==> config.mk <==
export PLATFORM = sky130hd
export DESIGN_NAME = id_stage
export DESIGN_NICKNAME = d
export VERILOG_FILES = /design/src/rtl/id_stage.sv
export SDC_FILE = /design/constraint.sdc
export NUM_CORES = 1
export LEC_CHECK = 0
export ABC_CLOCK_PERIOD_IN_PS = 2800
export CORE_ASPECT_RATIO = 0.9
export CORE_MARGIN = 2
export CORE_UTILIZATION = 44
export DETAILED_ROUTE_END_ITERATION = 8
export PLACE_DENSITY = 0.81
export REMOVE_ABC_BUFFERS = 1
export SYNTH_ARGS = -nofsm -noshare
export SYNTH_HDL_FRONTEND = slang
export SYNTH_SLANG_ARGS = --single-unit
==> constraint.sdc <==
create_clock -name clk -period 2.8 [get_ports clk]
set_input_delay 0.28 -clock clk [delete_from_list [all_inputs] [get_ports clk]]
set_output_delay 0.28 -clock clk [all_outputs]
set_load 0.005 [all_outputs]
==> src/rtl/id_stage.sv <==
// Registered MIPS decode stage: combinational decode of IF/ID, ID/EX register,
// load-use stall, branch/jump flush and issue hold while a multi-cycle mul owns EX.
module id_stage #(
  parameter int MUL_CYCLES = 3,
  parameter bit ZEXT_LOGIC = 1'b1
) (
  input  logic        clk,
  input  logic        reset,
  input  logic        if_valid,
  input  logic [31:0] if_instr,
  input  logic [31:0] if_pc4,
  output logic        id_ready,
  input  logic        flush,
  input  logic        ex_memread,
  input  logic [4:0]  ex_rt,
  output logic        id_valid,
  output logic [15:0] id_ctrl,
  output logic [31:0] id_imm,
  output logic [4:0]  id_rs,
  output logic [4:0]  id_rt,
  output logic [4:0]  id_rd,
  output logic [4:0]  id_shamt,
  output logic [31:0] id_pc4,
  output logic        dbg_state,
  output logic [3:0]  dbg_cnt
);

  // Handshake: fetch advances PC and IF/ID on any cycle where id_ready is 1;
  // if_valid only qualifies whether the consumed contents are a real instruction.

  localparam logic [5:0] OP_R     = 6'h00;
  localparam logic [5:0] OP_J     = 6'h02;
  localparam logic [5:0] OP_JAL   = 6'h03;
  localparam logic [5:0] OP_BEQ   = 6'h04;
  localparam logic [5:0] OP_SLTI  = 6'h0a;
  localparam logic [5:0] OP_SLTIU = 6'h0b;
  localparam logic [5:0] OP_ANDI  = 6'h0c;
  localparam logic [5:0] OP_ORI   = 6'h0d;
  localparam logic [5:0] OP_XORI  = 6'h0e;
  localparam logic [5:0] OP_LUI   = 6'h0f;
  localparam logic [5:0] OP_MUL   = 6'h1c;
  localparam logic [5:0] OP_LW    = 6'h23;
  localparam logic [5:0] OP_SW    = 6'h2b;

  localparam bit         MUL_MULTI = (MUL_CYCLES > 1);
  localparam logic [3:0] MUL_INIT  = 4'(MUL_CYCLES - 1);

  typedef enum logic [0:0] {RUN = 1'b0, MUL_WAIT = 1'b1} state_t;

  state_t     state, state_n;
  logic [3:0] cnt, cnt_n;
  logic       load;

  logic [5:0]  op, funct;
  logic [4:0]  rs, rt;
  logic [15:0] imm16;
  logic is_r, is_jr, is_shift, is_mul, is_j, is_jal, is_beq, is_lw, is_sw, is_lui;
  logic ext_op, reads_rt, hazard;
  logic [1:0]  pc_src, reg_dst, mem_to_reg;
  logic [2:0]  alu_op;
  logic [15:0] ctrl;
  logic [31:0] imm_ext;

  assign op    = if_instr[31:26];
  assign rs    = if_instr[25:21];
  assign rt    = if_instr[20:16];
  assign funct = if_instr[5:0];
  assign imm16 = if_instr[15:0];

  assign is_r     = (op == OP_R);
  assign is_jr    = is_r && (funct == 6'h08);
  assign is_shift = is_r && ((funct == 6'h00) || (funct == 6'h02) || (funct == 6'h03));
  assign is_mul   = (op == OP_MUL) && (funct == 6'h02);
  assign is_j     = (op == OP_J);
  assign is_jal   = (op == OP_JAL);
  assign is_beq   = (op == OP_BEQ);
  assign is_lw    = (op == OP_LW);
  assign is_sw    = (op == OP_SW);
  assign is_lui   = (op == OP_LUI);

  always_comb begin
    pc_src = 2'b00;
    if (is_j || is_jal) pc_src = 2'b01;
    else if (is_jr)     pc_src = 2'b10;

    reg_dst = 2'b00;
    if (is_jr || is_sw || is_beq || is_j || is_jal) reg_dst = 2'b10;
    else if (is_r || is_mul)                        reg_dst = 2'b01;

    mem_to_reg = 2'b00;
    if (is_lw)       mem_to_reg = 2'b01;
    else if (is_jal) mem_to_reg = 2'b10;

    alu_op = 3'b000;
    if (is_r)                                alu_op = 3'b010;
    else if (is_beq)                         alu_op = 3'b001;
    else if (op == OP_ANDI)                  alu_op = 3'b100;
    else if (op == OP_SLTI || op == OP_SLTIU) alu_op = 3'b101;
    else if (is_mul)                         alu_op = 3'b110;

    ext_op = !is_lui;
    if (ZEXT_LOGIC && (op == OP_ANDI || op == OP_ORI || op == OP_XORI)) ext_op = 1'b0;

    imm_ext = ext_op ? {{16{imm16[15]}}, imm16} : {16'h0000, imm16};
    if (is_lui) imm_ext = {imm16, 16'h0000};
  end

  assign ctrl = {pc_src, is_beq, !(is_sw || is_beq || is_j || is_jr), reg_dst,
                 is_lw, is_sw, mem_to_reg, is_shift, !(is_r || is_mul || is_beq),
                 op[0], alu_op};

  // Only instructions that actually source rt may stall on a match against it.
  assign reads_rt = is_r || is_mul || is_beq || is_sw;
  assign hazard   = ex_memread && (ex_rt != 5'd0) &&
                    ((ex_rt == rs) || ((ex_rt == rt) && reads_rt));

  always_comb begin
    state_n  = state;
    cnt_n    = cnt;
    id_ready = 1'b1;
    load     = 1'b0;
    case (state)
      RUN: begin
        if (flush) begin
          id_ready = 1'b1;
        end else if (if_valid && hazard) begin
          id_ready = 1'b0;
        end else if (if_valid) begin
          load = 1'b1;
          if (is_mul && MUL_MULTI) begin
            state_n = MUL_WAIT;
            cnt_n   = MUL_INIT;
          end
        end
      end
      MUL_WAIT: begin
        if (flush) begin
          state_n = RUN;
          cnt_n   = 4'd0;
        end else begin
          id_ready = 1'b0;
          cnt_n    = cnt - 4'd1;
          if (cnt == 4'd1) state_n = RUN;
        end
      end
      default: begin
        state_n = RUN;
        cnt_n   = 4'd0;
      end
    endcase
  end

  always_ff @(posedge clk) begin
    if (reset) begin
      state    <= RUN;
      cnt      <= 4'd0;
      id_valid <= 1'b0;
      id_ctrl  <= 16'h0000;
      id_imm   <= 32'h0;
      id_rs    <= 5'd0;
      id_rt    <= 5'd0;
      id_rd    <= 5'd0;
      id_shamt <= 5'd0;
      id_pc4   <= 32'h0;
    end else begin
      state <= state_n;
      cnt   <= cnt_n;
      if (load) begin
        id_valid <= 1'b1;
        id_ctrl  <= ctrl;
        id_imm   <= imm_ext;
        id_rs    <= rs;
        id_rt    <= rt;
        id_rd    <= if_instr[15:11];
        id_shamt <= if_instr[10:6];
        id_pc4   <= if_pc4;
      end else begin
        // Bubble: kill the controls, leave the datapath fields as they were.
        id_valid <= 1'b0;
        id_ctrl  <= 16'h0000;
      end
    end
  end

  assign dbg_state = state;
  assign dbg_cnt   = cnt;

endmodule
### Word level (Yosys, flattened, before mapping)

Cells that the tools add are included.

| word-level totals | value |
|---|---|
| register bits | 106 |
| output and inout bits | 107 |
| word-level logic and storage cells | 113 |

| operators by class | value |
|---|---|
| $add $sub $neg | 1 |
| eq/ne operators | 22 |
| multiplexer cells | 36 |
| bitwise operators | 2 |
| reductions and logical operators | 37 |

Operator list:

| kind | number |
|---|---|
| 32-bit two-way mux | 2 |
| 6-bit by 4-bit == test with 1-bit output (second input constant) | 7 |
| 6-bit by 2-bit == test with 1-bit output (second input constant) | 4 |
| 4-bit two-way mux | 5 |
| 1-bit two-way mux | 18 |
| 1-bit logical OR | 17 |
| 6-bit == test (second input constant) | 2 |
| 6-bit logical NOT | 2 |
| 3-bit OR reduction | 4 |
| 5-bit == test | 2 |
| 2-bit two-way mux | 5 |
| 3-bit two-way mux | 3 |
| 2-bit inequality test (second input constant) | 4 |
| 4-bit case mux with 2 select lines | 1 |
| 1-bit logical AND | 7 |
| 6-bit by 3-bit == test with 1-bit output (second input constant) | 1 |
| 6-bit by 5-bit == test with 1-bit output (second input constant) | 1 |
| 5-bit nonzero test | 1 |
| 4-bit by 1-bit == test with 1-bit output (second input constant) | 1 |
| 1-bit case mux with 2 select lines | 2 |
| 4-bit AND reduction | 1 |
| 4-bit OR reduction | 1 |
| 4-bit by 1-bit subtractor with 4-bit output (second input constant) | 1 |
| 1-bit logical NOT | 3 |
| 2 further kinds | 3 |

### Depth between registers and ports, before layout

| depth | value |
|---|---|
| depth after elaboration | 14 |
| depth in mapped cells | 8 |
| gate-level depth less buffers | 6 |

### Least setup slack after synthesis

No wires, ideal clock.

| timing path | value |
|---|---|
| path kind | input-to-reg |
| from | in if_instr[3] |
| to | reg id_imm[0] |
| library setup time | 72 ps |
| data arrival time | 2090 ps |
| required time | 2728 ps |
| slack | 639 ps |
| stages on the path | 7 |
| cells stage by stage | or4_4 or4_4 o211ai_4 a211o_1 buf_6 buf_12 mux2i_1 |

| between the ends | value |
|---|---|
| word-level cells in the longest chain between the ends | 12 |

RTL lines:

| what | line | RTL |
|---|---|---|
| start: declaration | 10 | `input logic [31:0] if_instr,` |
| 6-bit by 2-bit == test with 1-bit output | 73 | `assign is_mul = (op == OP_MUL) && (funct == 6'h02);` |
| 1-bit logical AND | 73 |  |
| 1-bit logical OR (3 in a row) | 113 | `assign reads_rt = is_r \|\| is_mul \|\| is_beq \|\| is_sw;` |
| 1-bit logical AND | 115 | `((ex_rt == rs) \|\| ((ex_rt == rt) && reads_rt));` |
| 1-bit logical OR | 115 |  |
| 1-bit logical AND | 114 | `assign hazard = ex_memread && (ex_rt != 5'd0) &&` |
| 1-bit logical AND | 126 | `end else if (if_valid && hazard) begin` |
| 1-bit two-way mux | 126 |  |
| 1-bit two-way mux | 124 | `if (flush) begin` |
| 1-bit two-way mux | 122 | `case (state)` |
| end signal: assignment | 171 | `id_imm <= imm_ext;` |
| end: declaration | 18 | `output logic [31:0] id_imm,` |

No other way between the ends.
A chain may end at the register's enable or synchronous reset.

### Final worst setup path

| timing path | value |
|---|---|
| from | in if_instr[3] |
| to | out id_ready |

| between the ends | value |
|---|---|
| word-level cells in the longest chain between the ends | 12 |

RTL lines:

| what | line | RTL |
|---|---|---|
| 6-bit by 2-bit == test with 1-bit output | 73 |  |
| 1-bit logical AND | 73 |  |
| 1-bit logical OR (3 in a row) | 113 |  |
| 1-bit logical AND | 115 |  |
| 1-bit logical OR | 115 |  |
| 1-bit logical AND | 114 |  |
| 1-bit logical AND | 126 |  |
| 1-bit two-way mux | 126 |  |
| 1-bit two-way mux | 124 |  |
| 1-bit case mux with 2 select lines | 122 |  |
| end: declaration | 12 | `output logic id_ready,` |

No other way between the ends.

==> impl_results.rst <==
.. list-table::
   :header-rows: 1

   * - Metric
     - Value
   * - Average instance area after synthesis
     - 9.22 sq um
   * - Switching power of the nets
     - 0.828 mW
   * - Initial Utilization
     - 0.454
   * - Maximum frequency from static timing analysis
     - 0.376 GHz
   * - Max-capacitance violation count
     - 0
   * - Initial DRT Pass Iterations
     - 5
   * - Static leakage
     - 2.71 nW
   * - All-layer global routing usage
     - 0.220
   * - Clock tree buffer depth
     - 2
   * - DR DRC count
     - 0
   * - Sequential cell area
     - 2100 sq um
   * - Post-CTS clock slew at the launch and capture registers of the worst setup and hold paths
     - 0.07 ns
   * - Tmin final
     - 2.66 ns
   * - Sort of element at the start of the critical path
     - input port
   * - Synthesis Warnings
     - 0
   * - Number of synthesized flops with an enable pin
     - 0
   * - Setup Total Neg Slack
     - 0 ns
   * - Share of power burned in registers
     - 0.479
   * - Multi-input logic area
     - 2210 sq um
   * - DR iter-0 viols
     - 212
   * - GPL Wtd Cong
     - 0.943
   * - Final Max Tran Viols
     - 0
   * - Clock sink count
     - 105
   * - Register-to-register path setup slack
     - 1.19 ns
   * - Area share of the largest cell type after synthesis
     - 0.452
   * - CTS H-tree depth
     - 3
   * - Sequential share of the synthesized area
     - 0.452
   * - Layout cells sized above 1
     - 0.0853
   * - Unrepaired setup endpoints after global routing
     - false
   * - Post-detailed-placement half-perimeter wirelength
     - 9.07 mm
   * - Number of synthesized register bits
     - 105
   * - Largest net degree at the start of global routing
     - 50
   * - Syn Inst Count
     - 504
   * - Wire length of the first global-routing pass
     - 20.3 mm
   * - Num CTS Buffers
     - 9
   * - Count of vias placed by the detailed router
     - 4,208
   * - Post-cts resize count
     - 1
   * - Width of the chip
     - 112 um
   * - Ys async rst share
     - 0
   * - Peak VDD IR
     - 0.000357 V
   * - Full die area
     - 11,400 sq um
   * - Clock group share of total power
     - 0.356
   * - Number of fillers in the final layout
     - 857
   * - Count of input and output buffers
     - 180
   * - Category of the worst setup path capture point
     - output port
   * - Top area cells in the synthesized netlist
     - sky130_fd_sc_hd__dfxtp_1 (45%), sky130_fd_sc_hd__mux2i_1 (15%), sky130_fd_sc_hd__nand2_1 (13%), sky130_fd_sc_hd__nand3_1 (2.8%), sky130_fd_sc_hd__a22oi_1 (2.4%)
   * - Final hold violations
     - 0
   * - Relative slew slack
     - 0.546
   * - Most common cell in the netlist
     - sky130_fd_sc_hd__nand2_1
   * - Maximum fanout count along the critical path
     - 2
   * - Internal power of the cells
     - 2.52 mW
   * - Remaining antenna violation count
     - 0
   * - Routed len/inst
     - 15.1 um
   * - Core region area
     - 10,200 sq um
   * - CTS root buf
     - sky130_fd_sc_hd__clkbuf_16
   * - Clock Latency Late Sink
     - 0.34 ns
   * - Outcome
     - complete, no violations
   * - Total congestion overflow after global routing
     - 0
   * - Power density normalized to cell area
     - 489 nW/um^2
   * - Final worst hold slack
     - 0.456 ns
   * - Number of distinct library cell variants in the gate-level netlist after synthesis
     - 51
   * - Diodes inserted
     - 0
   * - Worst path arrival time
     - 2.38 ns
   * - Die Span Y
     - 102 um
   * - Fraction of the cycle the final worst path needs
     - 0.949
   * - Slew @ Worst Pin
     - 0.676 ns
   * - Vias in the first global route
     - 4,179
   * - Gate power share
     - 0.165
   * - WS Path Type
     - input port to output port
   * - Commonest register cell after synthesis
     - sky130_fd_sc_hd__dfxtp_1
   * - Count of endpoints failing setup in the final report
     - 0
   * - Post-layout net count
     - 763
   * - Number of placement rows
     - 35
   * - Most area-hungry cell type in the Yosys netlist
     - sky130_fd_sc_hd__dfxtp_1
   * - Initial antenna violation count
     - 0
   * - Most instantiated cells after synthesis
     - sky130_fd_sc_hd__nand2_1 (160), sky130_fd_sc_hd__dfxtp_1 (105), sky130_fd_sc_hd__mux2i_1 (69)
   * - Required time of the critical path
     - 2.52 ns
   * - Drt total wl
     - 12.4 mm
   * - Setup Skew
     - 0.00481 ns
   * - Final cell utilization of the core
     - 0.667
   * - Average via count per standard cell
     - 5.13
   * - Total design power
     - 3.34 mW
   * - Mapped Area
     - 4650 sq um
   * - Hold/Removal Path Class
     - flip-flop to flip-flop
   * - Clock tree from TritonCTS
     - done
   * - Quantity of hold-fixing buffers added after cts
     - 0
   * - Post-CTS setup repair buffer count
     - 0
   * - Fraction of power spent switching nets
     - 0.248
   * - Number of top-level pins
     - 181
   * - Syn-to-layout area delta
     - 47.1%
stage by stage:
step	std cells	cell area [sq um]	worst slack, ns
2_1_floorplan	469	4350	-0.397
3_3_place_gp	805	6550	-0.0244
3_5_place_dp	805	6550	-0.0286
4_1_cts	821	6840	0.151
5_1_grt	821	6840	0.0575
6_report	821	6840	0.144
layout by cell type (no fill, tap or decap), drive strengths merged, types with 2 or more instances in the layout:
cell,Yosys,routed
buf,15,27
nor2,14,14
dfxtp,105,105
o31ai,2,2
xnor2,10,10
a21oi,4,4
mux2i,69,69
nor4,3,3
o21ai,4,4
or3,3,3
inv,9,9
or4,3,3
nand3b,3,3
clkbuf,12,10
a2111oi,2,2
clkinv,0,5
nand2,160,160
and3,2,2
a211oi,3,3
ha,2,2
or2,2,2
clkdlybuf4s50,0,179
nor3,7,7
a31oi,2,2
o211ai,4,4
nor4bb,2,2
a22oi,15,15
nand3,26,26
final timing paths:
kind               start    endpoint  cells past startpoint
max          if_instr[3]    id_ready                      7
min           id_pc4[10]  id_pc4[10]                      2
min reg2reg   id_pc4[10]  id_pc4[10]                      2
max reg2reg    dbg_state  id_ctrl[5]                      5
area by class of cell:
cell class / count / share of cell area
clock buffer: 10 / 0.0350
multi-input combinational: 355 / 0.324
sequential: 105 / 0.308
inverter: 9 / 0.00531
timing repair buffer: 207 / 0.299
clock inverter: 6 / 0.00641
tap: 129 / 0.0236
flip-flops by register name (all words and copies together), names as in the netlist:
name and flops:
dbg_cnt 4, id_shamt 5, id_rt 5, id_pc4 32, dbg_state 1, id_rs 5
id_valid 1, id_ctrl 15, id_imm 32, id_rd 5
per-layer routing:
metal  global-route usage  up-vias  routed length, um
met3               0.0670       18                943
met1                0.250     1953               4960
met2                0.397      168               6270
met5                    0        -                  0
li1                     -     2069                  -
met4               0.0713        0                208
worst max-delay path, cell delays in order:
cell,delay [ns]
sky130_fd_sc_hd__clkdlybuf4s50_1,0.42
sky130_fd_sc_hd__or4_4,0.55
sky130_fd_sc_hd__or4_4,0.52
sky130_fd_sc_hd__o211ai_4,0.09
sky130_fd_sc_hd__o2bb2ai_1,0.14
sky130_fd_sc_hd__a21oi_1,0.08
sky130_fd_sc_hd__dlygate4sd2_1,0.29
power by group through the flow:
stage	clock network, mW	logic [mW]	registers [mW]
after global placement	0	0.537	1.63
after floorplan	0	0.200	1.64
final	1.19	0.552	1.60
after global routing	1.27	0.596	1.61
after detailed placement	0	0.550	1.64
after CTS	1.22	0.554	1.60
cells by family after synthesis:
| family | Yosys count | share of synthesized area |
|---|---|---|
| flip-flops | 105 | 0.452 |
| XOR/XNOR | 10 | 0.0188 |
| AO/OA/AOI/OAI | 43 | 0.0837 |
| buffers and inverters | 44 | 0.0719 |
| multiplexers | 70 | 0.151 |
| AND/OR/NAND/NOR | 230 | 0.217 |
| adder cells (fa/ha/maj) | 2 | 0.00538 |
Note: power is estimated with default switching activity, not from simulation.
